## config.mk

```make
export PLATFORM = sky130hd
export DESIGN_NAME = tx_port_gate_reader_256_flat
export DESIGN_NICKNAME = d
export VERILOG_FILES = /design/src/rtl/tx_port_gate_reader_256_if.sv /design/src/rtl/tx_port_gate_reader_256.sv /design/src/flat_wrapper.sv
export SDC_FILE = /design/constraint.sdc
export NUM_CORES = 1
export LEC_CHECK = 0
export BUFFER_PORTS_ARGS = -buffer_cell sky130_fd_sc_hd__buf_2
export CAP_MARGIN = 0
export CORE_AREA = 2 2 238 240
export DETAILED_ROUTE_END_ITERATION = 6
export DIE_AREA = 0 0 240 242
export SETUP_SLACK_MARGIN = 0.1
export SKIP_CTS_REPAIR_TIMING = 1
export SLEW_MARGIN = 20
export SYNTH_ARGS = -nofsm -noshare
export SYNTH_HDL_FRONTEND = slang
export SYNTH_SLANG_ARGS = --single-unit
```

## constraint.sdc

```tcl
create_clock -name CLK -period 10.4 [get_ports CLK]
set_input_delay 0.52 -clock CLK [delete_from_list [all_inputs] [get_ports CLK]]
set_output_delay 0.52 -clock CLK [all_outputs]
set_load 0.02 [all_outputs]
```

## src/rtl/tx_port_gate_reader_256_if.sv

```systemverilog
// Gate FIFO read port plus the header, data and done outputs of the TX gate reader.
// The DUT uses the slave modport. A driver or testbench uses the master modport.
interface tx_port_gate_reader_256_if #(
  parameter int C_DATA_WIDTH = 256
);
  logic [C_DATA_WIDTH:0]   RD_DATA;
  logic                    RD_EMPTY;
  logic                    RD_EN;
  logic                    TXN;
  logic                    TXN_ACK;
  logic [31:0]             TXN_LEN;
  logic [30:0]             TXN_OFF;
  logic                    TXN_LAST;
  logic [C_DATA_WIDTH-1:0] DATA;
  logic                    DATA_VALID;
  logic                    DATA_REN;
  logic                    TXN_DONE;
  logic [31:0]             TXN_WORDS;
  logic                    ERR;

  modport slave (
    input  RD_DATA, RD_EMPTY, TXN_ACK, DATA_REN,
    output RD_EN, TXN, TXN_LEN, TXN_OFF, TXN_LAST, DATA, DATA_VALID,
           TXN_DONE, TXN_WORDS, ERR
  );

  modport master (
    output RD_DATA, RD_EMPTY, TXN_ACK, DATA_REN,
    input  RD_EN, TXN, TXN_LEN, TXN_OFF, TXN_LAST, DATA, DATA_VALID,
           TXN_DONE, TXN_WORDS, ERR
  );
endinterface

```

## src/rtl/tx_port_gate_reader_256.sv

```systemverilog
// Decodes the TX gate FIFO stream (H, D*, E, E) into a header handshake,
// a one-slot data stream and a done pulse that carries the beat count.
module tx_port_gate_reader_256 #(
  parameter int C_DATA_WIDTH      = 256,
  parameter int C_FIFO_DATA_WIDTH = C_DATA_WIDTH + 1
) (
  input logic                      CLK,
  input logic                      RST,
  tx_port_gate_reader_256_if.slave gate
);

  localparam logic [1:0] S_IDLE = 2'd0;
  localparam logic [1:0] S_HDR  = 2'd1;
  localparam logic [1:0] S_DATA = 2'd2;
  localparam logic [1:0] S_END2 = 2'd3;

  logic [1:0]              state;
  logic                    txn_p1;
  logic [31:0]             len_p1;
  logic [30:0]             off_p1;
  logic                    last_p1;
  logic [C_DATA_WIDTH-1:0] data_p1;
  logic                    vld_p1;
  logic                    done_p1;
  logic [31:0]             words_p1;
  logic                    err_p1;
  logic [31:0]             beat_cnt;

  logic rd_en;
  logic is_end;
  logic slot_free;
  logic beat_taken;

  // The beat counter wraps modulo 2^32 and raises no flag.
  function automatic logic [31:0] beat_inc(input logic [31:0] cnt);
    return cnt + 32'd1;
  endfunction

  assign is_end     = gate.RD_DATA[C_FIFO_DATA_WIDTH-1];
  assign beat_taken = vld_p1 & gate.DATA_REN;
  assign slot_free  = !vld_p1 | gate.DATA_REN;

  // Pop decision, stage 0. RD_EN is forced low while reset is asserted,
  // because a popped word would be lost.
  always_comb begin
    rd_en = 1'b0;
    if (!RST && !gate.RD_EMPTY) begin
      case (state)
        S_IDLE:  rd_en = 1'b1;
        S_DATA:  rd_en = slot_free;
        S_END2:  rd_en = !vld_p1;
        default: rd_en = 1'b0;
      endcase
    end
  end

  // Registered outputs, stage 1: each popped word shows on the next cycle.
  always_ff @(posedge CLK or posedge RST) begin
    if (RST) begin
      state    <= S_IDLE;
      txn_p1   <= 1'b0;
      len_p1   <= '0;
      off_p1   <= '0;
      last_p1  <= 1'b0;
      data_p1  <= '0;
      vld_p1   <= 1'b0;
      done_p1  <= 1'b0;
      words_p1 <= '0;
      err_p1   <= 1'b0;
      beat_cnt <= '0;
    end else begin
      done_p1 <= 1'b0;
      case (state)
        S_IDLE: begin
          if (rd_en) begin
            len_p1   <= gate.RD_DATA[63:32];
            off_p1   <= gate.RD_DATA[31:1];
            last_p1  <= gate.RD_DATA[0];
            txn_p1   <= 1'b1;
            beat_cnt <= '0;
            state    <= S_HDR;
          end
        end
        S_HDR: begin
          if (gate.TXN_ACK) begin
            txn_p1 <= 1'b0;
            state  <= S_DATA;
          end
        end
        S_DATA: begin
          if (rd_en && !is_end) begin
            data_p1  <= gate.RD_DATA[C_DATA_WIDTH-1:0];
            vld_p1   <= 1'b1;
            beat_cnt <= beat_inc(beat_cnt);
          end else begin
            if (beat_taken) vld_p1 <= 1'b0;
            if (rd_en)      state  <= S_END2;
          end
        end
        S_END2: begin
          // The closing pop waits for the slot to drain, so DONE always follows the last beat.
          if (beat_taken) vld_p1 <= 1'b0;
          if (rd_en) begin
            if (is_end) begin
              done_p1  <= 1'b1;
              words_p1 <= beat_cnt;
              state    <= S_IDLE;
            end else begin
              err_p1 <= 1'b1;
            end
          end
        end
        default: state <= S_IDLE;
      endcase
    end
  end

  assign gate.RD_EN      = rd_en;
  assign gate.TXN        = txn_p1;
  assign gate.TXN_LEN    = len_p1;
  assign gate.TXN_OFF    = off_p1;
  assign gate.TXN_LAST   = last_p1;
  assign gate.DATA       = data_p1;
  assign gate.DATA_VALID = vld_p1;
  assign gate.TXN_DONE   = done_p1;
  assign gate.TXN_WORDS  = words_p1;
  assign gate.ERR        = err_p1;

endmodule

```

## src/flat_wrapper.sv

```systemverilog
// flat-port wrapper written by rule: the top's interface ports become plain ports
module tx_port_gate_reader_256_flat 
#(
  parameter int C_DATA_WIDTH      = 256,
  parameter int C_FIFO_DATA_WIDTH = C_DATA_WIDTH + 1
)
  (CLK, RST, gate_RD_DATA, gate_RD_EMPTY, gate_TXN_ACK, gate_DATA_REN, gate_RD_EN, gate_TXN, gate_TXN_LEN, gate_TXN_OFF, gate_TXN_LAST, gate_DATA, gate_DATA_VALID, gate_TXN_DONE, gate_TXN_WORDS, gate_ERR);
  tx_port_gate_reader_256_if #(.C_DATA_WIDTH(C_DATA_WIDTH)) gate_i ();
  input logic CLK;
  input logic RST;
  input wire logic [$bits(gate_i.RD_DATA)-1:0] gate_RD_DATA;
  input wire logic [$bits(gate_i.RD_EMPTY)-1:0] gate_RD_EMPTY;
  input wire logic [$bits(gate_i.TXN_ACK)-1:0] gate_TXN_ACK;
  input wire logic [$bits(gate_i.DATA_REN)-1:0] gate_DATA_REN;
  output wire logic [$bits(gate_i.RD_EN)-1:0] gate_RD_EN;
  output wire logic [$bits(gate_i.TXN)-1:0] gate_TXN;
  output wire logic [$bits(gate_i.TXN_LEN)-1:0] gate_TXN_LEN;
  output wire logic [$bits(gate_i.TXN_OFF)-1:0] gate_TXN_OFF;
  output wire logic [$bits(gate_i.TXN_LAST)-1:0] gate_TXN_LAST;
  output wire logic [$bits(gate_i.DATA)-1:0] gate_DATA;
  output wire logic [$bits(gate_i.DATA_VALID)-1:0] gate_DATA_VALID;
  output wire logic [$bits(gate_i.TXN_DONE)-1:0] gate_TXN_DONE;
  output wire logic [$bits(gate_i.TXN_WORDS)-1:0] gate_TXN_WORDS;
  output wire logic [$bits(gate_i.ERR)-1:0] gate_ERR;
  assign gate_i.RD_DATA = gate_RD_DATA;
  assign gate_i.RD_EMPTY = gate_RD_EMPTY;
  assign gate_i.TXN_ACK = gate_TXN_ACK;
  assign gate_i.DATA_REN = gate_DATA_REN;
  assign gate_RD_EN = gate_i.RD_EN;
  assign gate_TXN = gate_i.TXN;
  assign gate_TXN_LEN = gate_i.TXN_LEN;
  assign gate_TXN_OFF = gate_i.TXN_OFF;
  assign gate_TXN_LAST = gate_i.TXN_LAST;
  assign gate_DATA = gate_i.DATA;
  assign gate_DATA_VALID = gate_i.DATA_VALID;
  assign gate_TXN_DONE = gate_i.TXN_DONE;
  assign gate_TXN_WORDS = gate_i.TXN_WORDS;
  assign gate_ERR = gate_i.ERR;
  tx_port_gate_reader_256 #(.C_DATA_WIDTH(C_DATA_WIDTH), .C_FIFO_DATA_WIDTH(C_FIFO_DATA_WIDTH)) u_core (.CLK(CLK), .RST(RST), .gate(gate_i));
endmodule
```

==> metrics.cfg, run 1 <==
[sta]
finalCritPeriodShare = 0.364
rsz0062_at_grt = false
min_period_ns = 3.78
slew_headroom = 0.299
fmax_ghz = 0.264
hold_viol_final = 0
maxSlewViolCount = 0
setup_tns_ns = 0
max_slew.worst_pin.slew_ns = 1.05
clock-skew-final_ns = 0.0263
setup_viol = 0

[drt]
ant_nets = 0
route.detailed.drc = 0
vias = 12800
drtIter0Drc = 615
dr.pass1.iters = 4
wl_per_cell_um = 15.7
routed_wirelength_um = 46000
vias_per_cell = 4.37

[logic_synthesis]
synth_top_cell_by_area = dfrtp_1
synthCells = 1550
yosys.area.top_type_share = 0.634
synth-async-reset-ratio = 1.00
synth_fp_nets = 1818
synthTopCellsByArea = dfrtp_1 (63%), nand2_1 (19%), mux2_2 (6.2%)
ys_ff_latch = 390
synth_warnings = 0
syn_area_per_cell_um2 = 9.93
ys_seq_area_frac = 0.634
ys.flop_type = dfrtp_1
synthTopCellsByCount = nand2_1 (789), dfrtp_1 (390), mux2_2 (85)
yosysMostFrequentCell = nand2_1
synth_cell_types = 48
synth_edf_count = 0
netlist_area_mm2 = 0.0154

[cts]
cts.path.max_buffers = 3
cts_max_level = 2
clk_pin_slew_ns = 0.06
cts_root_buf = clkbuf_16
cts_buffers = 43
clk_latency_ns = 0.56
cts_tree = done
cts_num_sinks = 390

[worst_setup_path]
critPathRequiredTime_ns = 10.89
worst-path-buf-inv = 3
cp-start-kind = flip-flop
reg2reg_from = u_core.state[0]
r2r_cells = 8
cp_slowest_cell = buf_4
slowest_delay_ns = 0.81
cp_top_family = buffers and inverters
path_cells = inv_1, ha_1, nor2b_1, and4_4, buf_4, buf_4, nand2_1, nand2_1
startpoint = u_core.state[0]
r2r_end = u_core.gate.DATA[181]
crit_fanout = 88
rrSetupSlack_ns = 6.62
cp_data_arrival_time_ns = 4.27
path_class = flip-flop to flip-flop
cp-end-kind = flip-flop

[floorplan]
core_mm2 = 0.0557
dieHeight_um = 242
die-area_mm2 = 0.0581
start_util = 0.276
die_w_um = 240
io_pins = 619
rows = 87

[place]
dp_hpwl_um = 33000
port-buffer-count = 618
routabilityCongestion = 0.860

[layout]
drive_gt1_frac = 0.368
fillers = 5708
final_util = 0.370
fin_nets = 2413
area_growth_syn_to_layout_pct = 33.8

[grt]
grt_max_degree = 167
overflow = 0
antenna_found_initial = 3
grt_pass1_wl_um = 71600
globalRouteTotalUtil = 0.154
first_global_vias = 12900

[run_status]
outcome = complete, no violations

[job]
maxCapViolCount = 0

[power_and_ir_drop]
irDropWorstVdd_mv = 0.161
power_density_mw_per_mm2 = 317
p_leak_uw = 0.0115

[hold_path]
hold_class = primary input to async pin

[logic make-up after synthesis]
kind of cell	synth area share
DFF	0.634
buffers and inverters	0.0291
adders and majority gates	0.00488
muxes	0.0716
and+or+nand+nor	0.228
xor gates and xnor gates	0.000569
AOI/OAI and AO/OA	0.0316
[state kept, by name, summed over array words and instances (netlist names), 2 cells and up]
signal                 cells
u_core.gate.TXN_OFF       31
u_core.gate.TXN_LEN       32
u_core.gate.TXN_WORDS     32
u_core.state               2
u_core.beat_cnt           32
u_core.gate.DATA         256
[through the flow]
stage / std cells / hold WS (ns) / cell area (um2) / worst slack, ns / total power [uW]
after global placement: 2856 / 0.452 / 19200 / 6.87 / 4980
after global routing: 2936 / 0.113 / 20600 / 6.31 / 6940
after detailed placement: 2856 / 0.456 / 19200 / 6.69 / 5040
after CTS: 2934 / 0.100 / 20600 / 6.66 / 6620
final: 2936 / 0.135 / 20600 / 6.62 / 6530
after floorplan: 1550 / 0.466 / 15400 / 4.63 / 4010
[placed cells by master (no fill, tap or decap), drive strengths merged, types with 4 or more instances in the layout]
cell	instances
buf	630
o31ai	5
nand3	17
nand2	791
clkinv	11
nor2	22
nand4	19
inv	13
nor3	6
dfrtp	390
a21oi	12
a31oi	9
o21ai	47
ha	6
and3	4
mux2	97
nor4	6
clkbuf	60
[area by class of cell]
type                            instances  area (um2)  area share
Tap cell                              756         946      0.0459
Sequential cell                       390        9760       0.474
Timing Repair Buffer                  630        3210       0.156
Inverter                               11        45.0     0.00219
Multi-Input combinational cell       1069        5200       0.252
Clock inverter                         18         186     0.00905
Antenna cell                            2        5.00    0.000243
Clock buffer                           60        1250      0.0607
[worst max path at each step]
stage | to | cells after the start | slack (ns)
after floorplan | u_core.beat_cnt[0] | 1 | 4.63
after global placement | u_core.gate.DATA[51] | 8 | 6.87
after detailed placement | u_core.gate.DATA[111] | 8 | 6.69
after CTS | u_core.gate.DATA[181] | 8 | 6.66
after global routing | u_core.gate.DATA[181] | 8 | 6.31
final | u_core.gate.DATA[181] | 8 | 6.62
[worst register-to-register path, cell delays in order, from the launching register on]
cell	delay, ns
dfrtp_1	0.43
inv_1	0.14
ha_1	0.34
nor2b_1	0.32
and4_4	0.58
buf_4	0.72
buf_4	0.88
nand2_1	0.19
nand2_1	0.10
[per-layer routing]
metal,global-route usage,share of wire
met2,0.258,0.49
met5,0,0.00028
met1,0.188,0.40
met3,0.0447,0.077
met4,0.0543,0.029
[report_power, final]
group | switching [uW] | internal (uW) | leakage (uW)
clock network | 628 | 916 | 0.000716
logic | 1630 | 820 | 0.00574
registers | 366 | 2170 | 0.00501
total | 2620 | 3910 | 0.0115
No activity file was read; power rests on OpenSTA's default activity.
==> run 2: changes to the inputs <==
--- a/config.mk
+++ b/config.mk
@@ -5,11 +5,12 @@
 export SDC_FILE = /design/constraint.sdc
 export NUM_CORES = 1
 export LEC_CHECK = 0
+export ABC_AREA = 1
 export BUFFER_PORTS_ARGS = -buffer_cell sky130_fd_sc_hd__buf_2
 export CAP_MARGIN = 0
-export CORE_AREA = 2 2 238 240
+export CORE_AREA = 2 2 241 243
 export DETAILED_ROUTE_END_ITERATION = 6
-export DIE_AREA = 0 0 240 242
+export DIE_AREA = 0 0 243 245
 export SETUP_SLACK_MARGIN = 0.1
 export SKIP_CTS_REPAIR_TIMING = 1
 export SLEW_MARGIN = 20
==> constraint.sdc (replaced) <==
create_clock -name CLK -period 3.1 [get_ports CLK]
set_input_delay 0.155 -clock CLK [delete_from_list [all_inputs] [get_ports CLK]]
set_output_delay 0.155 -clock CLK [all_outputs]
set_load 0.02 [all_outputs]
==> run 2 against run 1 <==
  * The flow now finishes with violations (negative hold slack)
  * Critical path depth is 1 lower
  * Via count increased by 17%
  * Die area is 2.5% higher
  * First-iteration DRC count up 35%
  * Combinational power rose to 3.3 times the previous value
  * Critical path type unchanged
  * Largest power group unchanged
  * Highest routed layer is now met4
==> metrics.cfg, run 2 <==
[run_status]
outcome = complete, but fails checks
failed_checks = negative hold slack

[sta]
max_slew.worst_pin.slew_ns = 0.930
finalCritPeriodShare = 0.797
fmax_ghz = 0.405
setup_viol = 0
min_period_ns = 2.47
slew_headroom = 0.380
hold_viol_final = 1
maxSlewViolCount = 0
final.setup.worst_slack_ns = 0.628
setup_tns_ns = 0
rsz0062_at_grt = false
clock-skew-final_ns = 0.0234
hold_ws_ns = -0.0577

[hold_path]
hp-start = gate_DATA_REN
hold-path-cell-count = 4
hold_class = primary input to flip-flop
hold_path_end = u_core.gate.DATA_VALID

[job]
maxCapViolCount = 0

[logic_synthesis]
synthCells = 1853
ys.flop_type = dfrtp_1
synth_compound_area_frac = 0.0210
synth_cell_types = 28
synthTopCellsByCount = nand2_1 (1148), dfrtp_1 (390), nor2_1 (58)
synth_edf_count = 0
syn_area_per_cell_um2 = 8.53
yosys.area.top_type_share = 0.617
synth_warnings = 0
synth-simple-area-share = 0.302
muxShareOfSynthArea = 0
synth_fp_nets = 2121
synth-async-reset-ratio = 1.00
synthXorXnorAreaFrac = 0.00554
synthTopCellsByArea = dfrtp_1 (62%), nand2_1 (27%), buf_6 (1.6%)
synth_fa_ha_area_frac = 0.00475
yosysMostFrequentCell = nand2_1
ys_ff_latch = 390
synth_top_family_by_area = simple AND/OR/NAND/NOR gates
ys_seq_area_frac = 0.617
synth_top_cell_by_area = dfrtp_1
netlist_area_mm2 = 0.0158

[worst_setup_path]
rrSetupSlack_ns = 0.63
r2r_end = u_core.gate.DATA[219]
cp_data_arrival_time_ns = 2.89
cp-start-kind = flip-flop
critPathRequiredTime_ns = 3.52
critPathMostFrequentCell = nand2_1
crit_fanout = 149
reg2reg_from = u_core.state[0]
slowest_delay_ns = 0.40
r2r_cells = 7
path_class = flip-flop to flip-flop
cp_top_family = simple AND/OR/NAND/NOR gates
path_cells = inv_1, ha_1, buf_4, nand4_1, buf_12, nand2_1, nand2_1
worst-path-buf-inv = 3
cp-end-kind = flip-flop
cp_slowest_cell = dfrtp_1

[floorplan]
die-area_mm2 = 0.0595
dieHeight_um = 245
core_mm2 = 0.0570
die_w_um = 243
start_util = 0.277
io_pins = 619
rows = 88

[grt]
grt_max_degree = 150
overflow = 0
globalRouteTotalUtil = 0.162
antenna_found_initial = 1
first_global_vias = 13700
grt_pass1_wl_um = 77100

[layout]
drive_gt1_frac = 0.268
final_cell_count_no_fill = 3526
area_growth_syn_to_layout_pct = 50.0
largest_reg_flops = 256
fin_nets = 2995
final_util = 0.416
final_area_mm2 = 0.0237
seqCellArea_mm2 = 0.00976
fillers = 5611
final_cell_mix = nand2_1 (1148), buf_2 (618), dfrtp_1 (390)
multiInputGateArea_mm2 = 0.00527
layout_commonest_cell = nand2_1

[place]
dp_hpwl_um = 35700
pre_cts_ws_ns = 0.677
routabilityCongestion = 0.862
port-buffer-count = 618
post_dp_cell_area_mm2 = 0.0197
placed_cells = 3190

[cts]
cts_buffers = 43
cts_max_level = 2
cts_num_sinks = 390
cts_tree = done
clk_pin_slew_ns = 0.06
clk_latency_ns = 0.56
cts.path.max_buffers = 3
cts_root_buf = clkbuf_16

[drt]
routed_wirelength_um = 52800
vias_per_cell = 4.28
dr.pass1.iters = 6
ant_nets = 0
vias = 15100
drtIter0Drc = 830
wl_per_cell_um = 15.0
route.detailed.drc = 0

[power_and_ir_drop]
power_density_mw_per_mm2 = 907
irDropWorstVdd_mv = 0.563
p_leak_uw = 0.0132

[run 2: changes by cell type in the layout (fill, tap and decap cells not counted), moves of 7 or more]
| cell | before | now |
|---|---|---|
| buf_4 | 10 | 30 |
| xor2_1 | 1 | 8 |
| mux2_2 | 85 | 0 |
| dlygate4sd3_1 | 0 | 257 |
| a31oi_1 | 9 | 1 |
| o21ai_1 | 1 | 24 |
| nand2_1 | 789 | 1148 |
| nand4_1 | 19 | 2 |
| inv_1 | 10 | 42 |
| nor2_1 | 22 | 58 |
| nand3_1 | 15 | 32 |
| o21ai_0 | 45 | 33 |
| mux2_1 | 12 | 0 |
[run 2: cells by family after synthesis]
group	Yosys count
fa+ha+maj	6
compound gates	65
flops	390
simple gates	1250
buf+inv	132
xor+xnor	10
[run 2: final cells by class]
class                           instances  area share
Multi-Input combinational cell       1331       0.222
Antenna cell                            1    0.000106
Clock inverter                         15     0.00849
Inverter                               48     0.00807
Tap cell                              765      0.0404
Clock buffer                           63      0.0541
Sequential cell                       390       0.412
Timing Repair Buffer                  913       0.255
[run 2: metal layers]
| layer | track usage | vias up | routed length [um] |
|---|---|---|---|
| met1 | 0.204 | 7040 | 21600 |
| li1 | - | 7367 | - |
| met3 | 0.0475 | 86 | 3940 |
| met5 | 0 | - | 0 |
| met4 | 0.0467 | 0 | 1120 |
| met2 | 0.271 | 581 | 26100 |
[run 2: per-stage QoR]
step	hold slack, ns	total power [uW]
floorplan	0.265	12800
global placement	0.313	15900
detailed placement	0.314	15900
CTS	-0.296	21400
global route	0.00614	22800
finish	-0.0577	21500
[run 2: worst max path at each step]
| stage | from | to | slack (ns) | cells after the start |
|---|---|---|---|---|
| 5_1_grt | u_core.state[0] | u_core.gate.DATA[219] | 0.44 | 9 |
| 3_3_place_gp | u_core.state[0] | u_core.gate.DATA[178] | 0.71 | 9 |
| 3_5_place_dp | u_core.state[0] | u_core.gate.DATA[164] | 0.68 | 9 |
| 6_report | u_core.state[0] | u_core.gate.DATA[219] | 0.63 | 7 |
| 4_1_cts | u_core.state[0] | u_core.gate.DATA[178] | 0.66 | 9 |
| 2_1_floorplan | RST | u_core.beat_cnt[0] | -2.30 | 1 |
[run 2: worst reg2reg max path: cells and delay by family (launching register included)]
kind | cells | cell delay, ns
fa+ha+maj | 1 | 0.18
buf+inv | 3 | 0.69
flops | 1 | 0.40
simple gates | 3 | 1.07
[run 2: power by group]
group | total [uW] | leakage (uW) | switching, uW | internal, uW
clock | 5350 | 0.000735 | 2130 | 3210
sequential | 8160 | 0.00512 | 1090 | 7070
combinational | 7990 | 0.00734 | 5320 | 2670
==> run 3: changes to the inputs <==
--- a/config.mk
+++ b/config.mk
@@ -5,12 +5,12 @@
 export SDC_FILE = /design/constraint.sdc
 export NUM_CORES = 1
 export LEC_CHECK = 0
-export ABC_AREA = 1
+export ABC_AREA = 0
 export BUFFER_PORTS_ARGS = -buffer_cell sky130_fd_sc_hd__buf_2
 export CAP_MARGIN = 0
-export CORE_AREA = 2 2 241 243
+export CORE_AREA = 2 2 238 240
 export DETAILED_ROUTE_END_ITERATION = 6
-export DIE_AREA = 0 0 243 245
+export DIE_AREA = 0 0 240 242
 export SETUP_SLACK_MARGIN = 0.1
 export SKIP_CTS_REPAIR_TIMING = 1
 export SLEW_MARGIN = 20
==> constraint.sdc (replaced) <==
create_clock -name CLK -period 2.2 [get_ports CLK]
set_input_delay 0.11 -clock CLK [delete_from_list [all_inputs] [get_ports CLK]]
set_output_delay 0.11 -clock CLK [all_outputs]
set_load 0.02 [all_outputs]
==> run 3 against run 2 <==
  * The run now ends clean
  * Design area rose by 1.5%
  * Clock skew fell by 0.0088 ns
  * Maximum frequency rose by 23%
  * Core utilization rose by 1.6 points
==> metrics.cfg, run 3 (synthesis results as in run 1) <==
[worst_setup_path]
cp-start-kind = flip-flop
path_cells = inv_2, ha_4, buf_4, o21ai_4, a21oi_4, and2_4, buf_12, clkbuf_16, mux2_2
reg2reg_from = u_core.state[0]
slowest_delay_ns = 0.41
critPathRequiredTime_ns = 2.64
cp_data_arrival_time_ns = 2.45
crit_fanout = 9
startpoint = u_core.state[0]
path_class = flip-flop to flip-flop
cp-end-kind = flip-flop
cp_slowest_cell = dfrtp_1

[drt]
wl_per_cell_um = 16.6
ant_nets = 0
routed_wirelength_um = 54200
drtIter0Drc = 824
route.detailed.drc = 0
vias = 14500
vias_per_cell = 4.43
dr.pass1.iters = 5

[place]
post_dp_cell_area_mm2 = 0.0198
port-buffer-count = 618
dp_hpwl_um = 37500
pre_cts_ws_ns = -0.0438
routabilityCongestion = 0.848

[cts]
clk_latency_ns = 0.55
cts_buffers = 44
cts_num_sinks = 390
cts.path.max_buffers = 3
cts_root_buf = clkbuf_16
cts_max_level = 2
clk_pin_slew_ns = 0.06
cts_tree = done

[power_and_ir_drop]
sw_frac_of_total = 0.399
switching_power_uw = 12900
irDropWorstVdd_mv = 0.913
power_density_mw_per_mm2 = 1340
p_seq_frac = 0.375
power.internal_uw = 19300
clockPowerShare = 0.232
power_frac_comb = 0.393
p_leak_uw = 0.0130

[sta]
hold_ws_ns = 0.0637
rsz0062_at_grt = true
fmax_ghz = 0.497
slew_headroom = 0.632
max_slew.worst_pin.slew_ns = 0.551
hold_viol_final = 0
min_period_ns = 2.01
finalCritPeriodShare = 0.914
final.setup.worst_slack_ns = 0.190
clock-skew-final_ns = 0.0146
maxSlewViolCount = 0
setup_viol = 0

[layout]
final_util = 0.432
area_growth_syn_to_layout_pct = 56.3
final_area_mm2 = 0.0241
largest_reg_flops = 256
layout_commonest_cell = nand2_1
fillers = 5285
fin_nets = 2741
final_cell_mix = nand2_1 (788), buf_2 (617), dfrtp_1 (389)
drive_gt1_frac = 0.349

[hold_path]
hp-start = gate_RD_EMPTY
hold_class = primary input to flip-flop

[grt]
globalRouteTotalUtil = 0.168
antenna_found_initial = 4
grt_pass1_wl_um = 76900
first_global_vias = 13500
grt_max_degree = 101
overflow = 0

[floorplan]
core_mm2 = 0.0557
rows = 87
dieHeight_um = 242
io_pins = 619
die_w_um = 240
start_util = 0.276
die-area_mm2 = 0.0581

[run_status]
outcome = complete, no violations

[job]
maxCapViolCount = 0

==> run 3: cell count changes in the layout (fill, tap and decap cells not counted), sizes merged, moves of 17 or more <==
cell,previous run,this run
nand4,2,19
nand2,1150,791
nor2,61,22
buf,656,694
inv,50,12
mux2,0,97
==> run 3: routing by layer <==
layer / part of all wire / routed length (um) / track usage / vias to the layer above
li1: - / - / - / 6801
met1: 0.40 / 21500 / 0.199 / 6988
met2: 0.51 / 27400 / 0.292 / 575
met3: 0.070 / 3800 / 0.0466 / 105
met4: 0.028 / 1500 / 0.0541 / 2
met5: 0.00013 / 7 / 0 / -
==> run 3: critical path: cells and delay by family (launching register included) <==
kind | cells | cell delay (ns)
buffers and inverters | 4 | 0.55
AO/OA/AOI/OAI | 2 | 0.24
adder cells (fa/ha/maj) | 1 | 0.15
multiplexers | 1 | 0.34
flip-flops | 1 | 0.41
AND/OR/NAND/NOR | 1 | 0.19
==> run 3: power groups by stage <==
| stage | combinational (uW) | sequential (uW) | clock, uW |
|---|---|---|---|
| CTS | 12200 | 12000 | 7680 |
| detailed placement | 12200 | 12000 | 0 |
| global route | 13700 | 12400 | 8010 |
| global placement | 12000 | 11900 | 0 |
| finish | 12700 | 12100 | 7480 |
| floorplan | 3240 | 15700 | 0 |
==> run 3: path summary, 6_finish.rpt <==
path                                      endpoint  slack (ns)  cells after the start
setup / recovery           u_core.gate.TXN_LEN[12]        0.19                      9
hold / removal              u_core.gate.DATA_VALID        0.06                      4
setup reg to reg           u_core.gate.TXN_LEN[12]        0.19                      9
hold reg to reg               u_core.gate.DATA[36]        0.47                      2
max in group asynchronous      u_core.beat_cnt[14]        1.17                      4
min in group asynchronous          u_core.gate.ERR        0.15                      3
==> run 3: layout make-up <==
class,count,area (um2),share of cell area
clock buffer,67,1330,0.0552
antenna,2,5.00,0.000208
inverter,11,45.0,0.00187
multi-input combinational,1069,5250,0.218
timing repair buffer,957,6580,0.273
sequential,390,9760,0.406
clock inverter,13,155,0.00645
tap,756,946,0.0393
==> run 3: per-stage QoR <==
| step | TNS [ns] | total power (uW) | instances |
|---|---|---|---|
| floorplan | -1230.80 | 19000 | 1550 |
| global placement | -0.113 | 23900 | 2914 |
| detailed placement | -0.335 | 24200 | 2914 |
| CTS | -0.966 | 31800 | 2994 |
| global route | 0 | 34100 | 3265 |
| finish | 0 | 32200 | 3265 |
